==> config.mk <==
export PLATFORM = sky130hd
export DESIGN_NAME = vector_mem_bridge
export DESIGN_NICKNAME = d
export VERILOG_FILES = /design/src/rtl/vector_mem_pkg.sv /design/src/rtl/vmem_elem_align.sv /design/src/rtl/vector_mem_bridge.sv
export SDC_FILE = /design/constraint.sdc
export NUM_CORES = 2
export LEC_CHECK = 0
export CORE_MARGIN = 4
export CORE_UTILIZATION = 50
export CTS_BUF_LIST = sky130_fd_sc_hd__clkbuf_16
export CTS_CLUSTER_SIZE = 30
export DETAILED_ROUTE_END_ITERATION = 8
export PLACE_DENSITY_LB_ADDON = 0.25
export SETUP_SLACK_MARGIN = 0.02
export SYNTH_ARGS = -nofsm -noshare
export SYNTH_HDL_FRONTEND = slang
export SYNTH_SLANG_ARGS = --single-unit
==> constraint.sdc <==
create_clock -name clk -period 3.7 [get_ports clk]
set_clock_uncertainty 0.2 [all_clocks]
set_input_delay 0.74 -clock clk [delete_from_list [all_inputs] [get_ports clk]]
set_output_delay 0.74 -clock clk [all_outputs]
set_load 0.05 [all_outputs]
==> src/rtl/vector_mem_pkg.sv <==
// Shared types and helpers for the vector memory bridge.
// States, SEW codes, bus widths and the element mask function.
package vector_mem_pkg;

  localparam int BUS_DW  = 32;
  localparam int LINE_DW = 256;

  typedef enum logic [1:0] {
    IDLE,
    ISSUE,
    WAIT_R,
    RESP
  } state_t;

  localparam logic [1:0] SEW8  = 2'b00;
  localparam logic [1:0] SEW16 = 2'b01;
  localparam logic [1:0] SEW32 = 2'b10;

  function automatic logic [3:0] sew_mask(
    input logic [1:0] sew
  );
    logic [3:0] m;
    unique case (sew)
      SEW8:    m = 4'h1;
      SEW16:   m = 4'h3;
      default: m = 4'hF;
    endcase
    return m;
  endfunction

endpackage

==> src/rtl/vmem_elem_align.sv <==
// Byte-lane alignment for single-element accesses.
// Shifts write data and enables into place, extracts the read lane.
module vmem_elem_align
  import vector_mem_pkg::*;
(
  input  logic [1:0]        sew,
  input  logic [1:0]        off,
  input  logic [BUS_DW-1:0] wdata,
  input  logic [BUS_DW-1:0] rdata,
  output logic [3:0]        be,
  output logic [BUS_DW-1:0] wdata_sh,
  output logic [BUS_DW-1:0] rlane
);

  logic [3:0]        mask;
  logic [4:0]        sh;
  logic [BUS_DW-1:0] bmask;

  assign mask = sew_mask(sew);
  assign sh   = {off, 3'b000};

  // Bytes pushed past bit 31 fall off the top of the word.
  assign be       = mask << off;
  assign wdata_sh = wdata << sh;

  assign bmask = {{8{mask[3]}}, {8{mask[2]}},
                  {8{mask[1]}}, {8{mask[0]}}};
  assign rlane = (rdata >> sh) & bmask;

endmodule

==> src/rtl/vector_mem_bridge.sv <==
// Splits 256-bit vector line requests into 32-bit word beats.
// One request in flight; reads reassemble and pulse mem_valid_o.
module vector_mem_bridge
  import vector_mem_pkg::*;
#(
  parameter int BEATS = 8,
  parameter int AW    = 32
) (
  input  logic                    clk,
  input  logic                    rst,
  input  logic                    mem_valid_rd,
  input  logic                    mem_valid_wr,
  input  logic                    mem_unit,
  input  logic [1:0]              mem_sew,
  input  logic [AW-1:0]           mem_address,
  input  logic [BUS_DW*BEATS-1:0] mem_data_wr,
  output logic                    mem_ready,
  output logic                    mem_valid_o,
  output logic [BUS_DW*BEATS-1:0] mem_data_o,
  output logic                    bus_req,
  output logic                    bus_we,
  output logic [AW-1:0]           bus_addr,
  output logic [BUS_DW-1:0]       bus_wdata,
  output logic [3:0]              bus_be,
  input  logic                    bus_gnt,
  input  logic                    bus_rvalid,
  input  logic [BUS_DW-1:0]       bus_rdata
);

  localparam int LDW = BUS_DW * BEATS;
  localparam int CW  = $clog2(BEATS);
  localparam logic [CW-1:0] LAST = CW'(BEATS - 1);

  state_t            state, state_nx;
  logic [CW-1:0]     icnt, rcnt;
  logic              r_we, r_unit;
  logic [1:0]        r_sew, r_off;
  logic [AW-1:0]     r_base;
  logic [LDW-1:0]    r_wdata, rbuf, nbuf;
  logic [3:0]        al_be;
  logic [BUS_DW-1:0] al_wdata, al_rlane;
  logic              accept, issue;
  logic              gnt_hit, rd_hit, last_i, last_r;

  vmem_elem_align u_align (
    .sew      (r_sew),
    .off      (r_off),
    .wdata    (r_wdata[BUS_DW-1:0]),
    .rdata    (bus_rdata),
    .be       (al_be),
    .wdata_sh (al_wdata),
    .rlane    (al_rlane)
  );

  assign issue   = (state == ISSUE);
  assign accept  = (state == IDLE) &
                   (mem_valid_rd | mem_valid_wr);
  assign gnt_hit = issue & bus_gnt;
  assign rd_hit  = (issue | (state == WAIT_R)) &
                   ~r_we & bus_rvalid;
  assign last_i  = r_unit ? (icnt == LAST) : 1'b1;
  assign last_r  = r_unit ? (rcnt == LAST) : 1'b1;

  assign mem_ready   = (state == IDLE) & ~rst;
  assign mem_valid_o = (state == RESP);

  // Beat drive; idle bus lines sit at zero.
  always_comb begin
    bus_req   = issue;
    bus_we    = issue & r_we;
    bus_addr  = '0;
    bus_wdata = '0;
    bus_be    = '0;
    if (issue) begin
      bus_addr = r_base + AW'({icnt, 2'b00});
      bus_be   = (r_we & ~r_unit) ? al_be : 4'hF;
      if (r_we)
        bus_wdata = r_unit ?
          r_wdata[BUS_DW*icnt +: BUS_DW] : al_wdata;
    end
  end

  // Line buffer with the incoming word dropped into its slot.
  always_comb begin
    nbuf = rbuf;
    nbuf[BUS_DW*rcnt +: BUS_DW] = bus_rdata;
  end

  // Next-state: writes retire on last grant, reads on last rvalid.
  always_comb begin
    state_nx = state;
    unique case (state)
      IDLE:
        if (accept) state_nx = ISSUE;
      ISSUE:
        if (gnt_hit & last_i) begin
          if (r_we)                 state_nx = IDLE;
          else if (rd_hit & last_r) state_nx = RESP;
          else                      state_nx = WAIT_R;
        end
      WAIT_R:
        if (rd_hit & last_r) state_nx = RESP;
      RESP:
        state_nx = IDLE;
      default:
        state_nx = IDLE;
    endcase
  end

  // State, request latch, beat counters and read assembly.
  always_ff @(posedge clk) begin
    if (rst) begin
      state      <= IDLE;
      icnt       <= '0;
      rcnt       <= '0;
      r_we       <= 1'b0;
      r_unit     <= 1'b0;
      r_sew      <= '0;
      r_off      <= '0;
      r_base     <= '0;
      r_wdata    <= '0;
      rbuf       <= '0;
      mem_data_o <= '0;
    end else begin
      state <= state_nx;
      if (accept) begin
        r_we    <= ~mem_valid_rd;
        r_unit  <= mem_unit;
        r_sew   <= mem_sew;
        r_off   <= mem_address[1:0];
        r_base  <= {mem_address[AW-1:2], 2'b00};
        r_wdata <= mem_data_wr;
        icnt    <= '0;
        rcnt    <= '0;
      end
      if (gnt_hit)
        icnt <= icnt + 1'b1;
      if (rd_hit) begin
        rcnt <= rcnt + 1'b1;
        rbuf <= nbuf;
        if (last_r)
          mem_data_o <= r_unit ? nbuf : LDW'(al_rlane);
      end
    end
  end

  // Read wins over a simultaneous write; the write is dropped.
  cover property (@(posedge clk)
    !rst && state == IDLE && mem_valid_rd && mem_valid_wr);

endmodule

# Word-level counts from Yosys, hierarchy flattened
# Cells that the tools add are included.
[word_totals]
output_inout_bits = 328
inputBits = 329
reg_bits = 812
wordCells = 72
[classes]
mux = 20
n_addsub = 4
reduce_logical = 6
shifts = 6
n_eq_ne = 9
bitwise_logic = 16
[ops]
columns = ["operator", "n"]
rows = [
  ["256-bit bitwise mux", 1],
  ["256-bit 2-to-1 mux", 1],
  ["32-bit by 34-bit variable shift with 256-bit output, first input constant", 1],
  ["256-bit by 9-bit variable part select with 32-bit output", 1],
  ["32-bit by 34-bit variable part select with 256-bit output", 1],
  ["32-bit 2-to-1 mux", 4],
  ["8-bit negator with 34-bit output", 1],
  ["32-bit by 5-bit adder with 32-bit output", 1],
  ["32-bit AND", 1],
  ["32-bit by 5-bit << shifter with 32-bit output", 1],
  ["32-bit by 5-bit >> shifter with 32-bit output", 1],
  ["1-bit AND", 9],
  ["3-bit 2-to-1 mux", 3],
  ["2-bit 2-to-1 mux", 4],
  ["4-bit 2-to-1 mux", 2],
  ["2-bit case mux with 4 select lines", 1],
  ["4-bit case mux with 2 select lines", 1],
  ["3-bit by 1-bit adder with 3-bit output, second input constant", 2],
  ["3-bit equality test, second input constant", 2],
  ["2-bit by 1-bit equality test with 1-bit output, second input constant", 2],
  ["2-bit equality test, second input constant", 2],
  ["2-bit zero test", 2],
  ["2-bit by 1-bit inequality test with 1-bit output, second input constant", 2],
  ["1-bit inverter", 4],
  ["7 further kinds", 11],
]

# Depth between registers and ports, before layout
[depth]
depth_word = 9
ltp_mapped = 13

# Hierarchy
# Synthesis repeated with hierarchy kept, for this count alone.
[hier_totals]
hier_cells = 4202
hier_area_um2 = 35888.2
[by_module_without_submodules]
columns = ["module", "area_per_inst_um2", "n_inst", "seq_area_each_um2", "cells_each"]
rows = [
  ["vector_mem_bridge", 34550.6, 1, 16255.6, 4019],
  ["vmem_elem_align", 1337.5, 1, 0.0, 183],
]

# Worst setup path before layout
# OpenSTA, ideal clock, no wires.
[synth_timing]
kind = "register to output"
start = "reg (tool-made name)"
end = "out bus_wdata[17]"
path_stages_with_launch = 7
arrival_time_ps = 3142
path_slack_ps = -382
path_buffers = 1
path_cell_list = "dfxtp_1 inv_1 ha_1 and2_1 nand2_1 clkbuf_1 o32ai_1"
[synth_rtl]
columns = ["element", "line", "rtl"]
rows = [
  ["end: declaration", "vector_mem_bridge.sv:23", "output logic [BUS_DW-1:0] bus_wdata,"],
]

# Final worst setup path
[layout_timing]
start = "reg icnt[0]"
end = "out bus_addr[22]"
[layout_between]
elab_chain_len = 2
[layout_lines]
columns = ["element", "line", "rtl"]
rows = [
  ["start: declaration", "vector_mem_bridge.sv:35", "logic [CW-1:0] icnt, rcnt;"],
  ["start signal: assignment", "vector_mem_bridge.sv:137", "icnt <= icnt + 1'b1;"],
  ["32-bit by 5-bit adder with 32-bit output", "vector_mem_bridge.sv:75", "bus_addr = r_base + AW'({icnt, 2'b00});"],
  ["32-bit 2-to-1 mux", "vector_mem_bridge.sv:74", "if (issue) begin"],
  ["end: declaration", "vector_mem_bridge.sv:22", "output logic [AW-1:0] bus_addr,"],
]
# No other way between the ends.

==> results.tsv <==
stage	metric	value	unit
power_and_ir_drop	P per Cell Area	546	nW/um^2
min_path	Worst Hold Class	primary input to register	
timing	Setup WS post-layout	-0.0724	ns
power_and_ir_drop	Lkg Pwr	16.4	nW
synth	dominant synthesized flop cell	dfxtp_1	
power_and_ir_drop	combinational power share	27.1	%
cells_and_area	layout cells sized above 1	10.5	%
drt	initial DRC count	3749	
drt	Post-DRT Antenna Nets	0	
critical_path	Critical Path Fanout Max	5	
synth	Seq/Total Area, Yosys	45.7	%
drt	Vias	33800	
synth	simple-gate share of the synthesized area	18.7	%
synth	Synth area leaders	dfxtp_1 (46%), nand2_1 (12%), a21oi_1 (8.8%)	
place	dpl hpwl	89.9	mm
floorplanning	Initial Util	50.6	%
power_and_ir_drop	clock power share	32.7	%
drt	first-pass detailed-route iteration total	9	
synth	Synth Area in Compound Gates	19.0	%
timing	Max Fclk	0.265	GHz
clocking	Clk pin slew, worst setup/hold paths	0.07	ns
synth	post-synthesis register bit count	812	
floorplanning	die width	275	um
synth	largest family of logic cells by synthesized area	compound AO/OA/AOI/OAI gates	
timing	Final Hold Vio Count	0	
synth	post-synthesis xor/xnor area fraction	0.197	%
synth	Post-synth EDFFs	0	
timing	Fin Setup TNS	-0.208	ns
clocking	clk buf depth	3	
clocking	CTS tree	done	
run_status	status	finished, violations left	
timing	Slew headroom	18.6	%
synth	synth warn	0	
critical_path	WS Path Type	register to primary output	
critical_path	Setup crit start kind	register	
power_and_ir_drop	Sw Share	34.1	%
place	Setup Slack @ Placement	0.355	ns
power_and_ir_drop	NetSw	8.70	mW
power_and_ir_drop	Pwr Total	25.5	mW
drt	DRC violations left	0	
power_and_ir_drop	internal power	16.8	mW
floorplanning	die area	75500	um^2
synth	syn avg cell area	8.43	um^2
synth	Synth Area in Adders	0.619	%
synth	Netlist Area Pre-Place	35600	um^2
global_route	maximum number of pins on one net before global-route repair	222	
cells_and_area	area grow syn2layout	31.5	%
place	Placed Area	43600	um^2
timing	Tcrit/Tclk final	102	%
clocking	Skew-Pair Late Insertion Delay	0.65	ns
critical_path	WP data arrival	2.83	ns
cells_and_area	Final Util	66.6	%
cells_and_area	Nets	5040	
clocking	total clock sinks	812	
global_route	number of global-route vias before repair	31200	
floorplanning	Row Count	97	
timing	Worst Tran Pin Value	1.22	ns
synth	synthesized instance count	4219	
place	number of port buffers	654	
job	max_cap viols	0	
drt	Vias/cell	5.92	
timing	post-layout min period	3.77	ns
floorplanning	core footprint	70300	um^2
power_and_ir_drop	VDD IR max	0.354	mV
power_and_ir_drop	share of power burned in registers	40.2	%
cells_and_area	number of fill cells	5632	
synth	FFs w/ async S/R, synth	0	%
drt	WL per Instance	23.0	um
floorplanning	Die Y	275	um
synth	cell taking the most area after synthesis	dfxtp_1	
clocking	# hold bufs at CTS	0	
timing	Final Slew Violations	0	
clocking	number of H-tree levels	3	
global_route	initial antenna violation count	14	
run_status	failing checks	setup timing	
global_route	GRT Total Usage	32.5	%
timing	RSZ-0062 raised after global routing	true	
floorplanning	IO Pins	657	
drt	final wirelength	131	mm
synth	mux cell area share after synthesis	10.9	%
global_route	GR Overflow Total	0	
synth	top cell type's share of synthesized area	45.7	%
clocking	Num CTS Buffers	86	
place	Final GP Congestion	0.928	
cells_and_area	design area	46800	um^2
critical_path	Worst setup EP type	primary output	
timing	# setup viols final	5	
critical_path	reg2reg setup slack	0.48	ns
global_route	first-pass GRT wire length	190	mm
synth	Yosys cell types	67	
critical_path	Req. time, crit path	2.76	ns
clocking	root buffer cell	clkbuf_16	
[sequential cells by signal (all words and copies together) (netlist names), named ones only]
signal and count:
rcnt 3, icnt 3, r_we 1, r_base 30, r_off 2, r_wdata 256
r_unit 1, rbuf 256, r_sew 2, state 1, mem_data_o 256
[cells in the mapped netlist, types with 16 or more instances]
cell	count
a21o_1	50
a21oi_1	625
a22o_1	16
a22oi_1	18
and2_1	75
and3_1	24
buf_1	32
buf_2	65
clkbuf_1	278
dfxtp_1	812
ha_1	16
inv_1	21
mux2_2	39
mux2i_1	235
mux4_2	48
nand2_1	1153
nand3_1	91
nand4_1	25
nor2_1	55
nor3_1	27
o21ai_0	82
o22ai_1	32
o2bb2ai_1	184
o31ai_1	23
or3_1	16
[critical path: stages (launching register included)]
cell and delay (ns):
dfxtp_4 0.36, ha_4 0.13, inv_2 0.04, fa_2 0.36
nor2b_4 0.15, o2111ai_4 0.18, buf_6 0.19, or4_4 0.49
a21oi_4 0.16, buf_12 0.15
[per-layer routing]
layer  share of wire, %  track usage [%]  up-vias
met3                9.3             6.89      307
met5                  0                0        -
met2                 48             54.7     1742
met1                 38             39.6    16200
li1                   -                -    15500
met4                5.3             16.0        0
[layout make-up]
class	count	area (um^2)	area share, %
Inverter	23	86.3	0.185
Clock buffer	89	2230	4.76
Tap cell	940	1180	2.51
Sequential cell	812	16300	34.8
Multi-Input combinational cell	2991	18000	38.5
Antenna cell	13	32.5	0.0695
Clock inverter	68	469	1.00
Timing Repair Buffer	780	8510	18.2
[path summary, 6_finish.rpt]
path | from | to | depth (start not counted)
max | icnt[0] | bus_addr[22] | 9
min | rst | rcnt[1] | 2
max reg2reg | rcnt[0] | rbuf[133] | 8
min reg2reg | rbuf[45] | rbuf[45] | 2
[power by group through the flow]
stage / Combinational (mW) / Sequential, mW / Clock [mW]
after floorplan: 4.16 / 10.2 / 0
after global placement: 6.58 / 10.4 / 0
after global routing: 7.34 / 10.3 / 8.77
after CTS: 6.73 / 10.2 / 8.41
final: 6.91 / 10.3 / 8.35
after detailed placement: 6.64 / 10.4 / 0
[cells by family after synthesis]
logic type,Yosys count
other,1
and+or+nand+nor,1542
buffers and inverters,417
muxes,322
xor gates and xnor gates,8
DFF,812
adders and majority gates,17
AOI/OAI and AO/OA,1100
[cells in the final DEF (no fill, tap or decap), types with 8 or more instances in the layout]
cell and n:
diode_2 13, clkinv_1 18, o21ai_0 82, mux2i_1 232, a21oi_1 612, nor3_1 26, nand2_1 1149, a21o_1 50
or3_1 14, a22o_1 16, mux2_2 39, o22a_1 8, nand4_1 25, a211o_1 9, nor3_2 8, nor2b_1 12
nor2_1 49, nand2b_1 8, and2_1 75, mux4_2 48, buf_4 99, a22oi_1 18, clkbuf_16 92, dfxtp_1 807
clkinv_2 20, a21oi_2 8, o2bb2ai_1 184, a211oi_1 8, ha_1 14, nand3_1 88, and3_1 21, a21boi_0 9
buf_12 87, a31oi_1 8, o22ai_1 27, inv_1 39, clkdlybuf4s50_1 586, o31ai_1 16, nand3b_1 9
[what timing repair did]
item,CTS,global route
gates cloned,2,3
resized for setup,48,20
setup buffers,1,4
endpoints found under the setup margin,36,32
pin swaps,11,3
hold endpoints to repair,0,0
[metrics by stage]
stage                     hold WS, ns  std cells
after global routing            0.177       5708
final                           0.175       5716
after floorplan                 0.233       4220
after global placement          0.239       5536
after CTS                       0.149       5696
after detailed placement        0.243       5536
(Power assumes the default switching activity.)
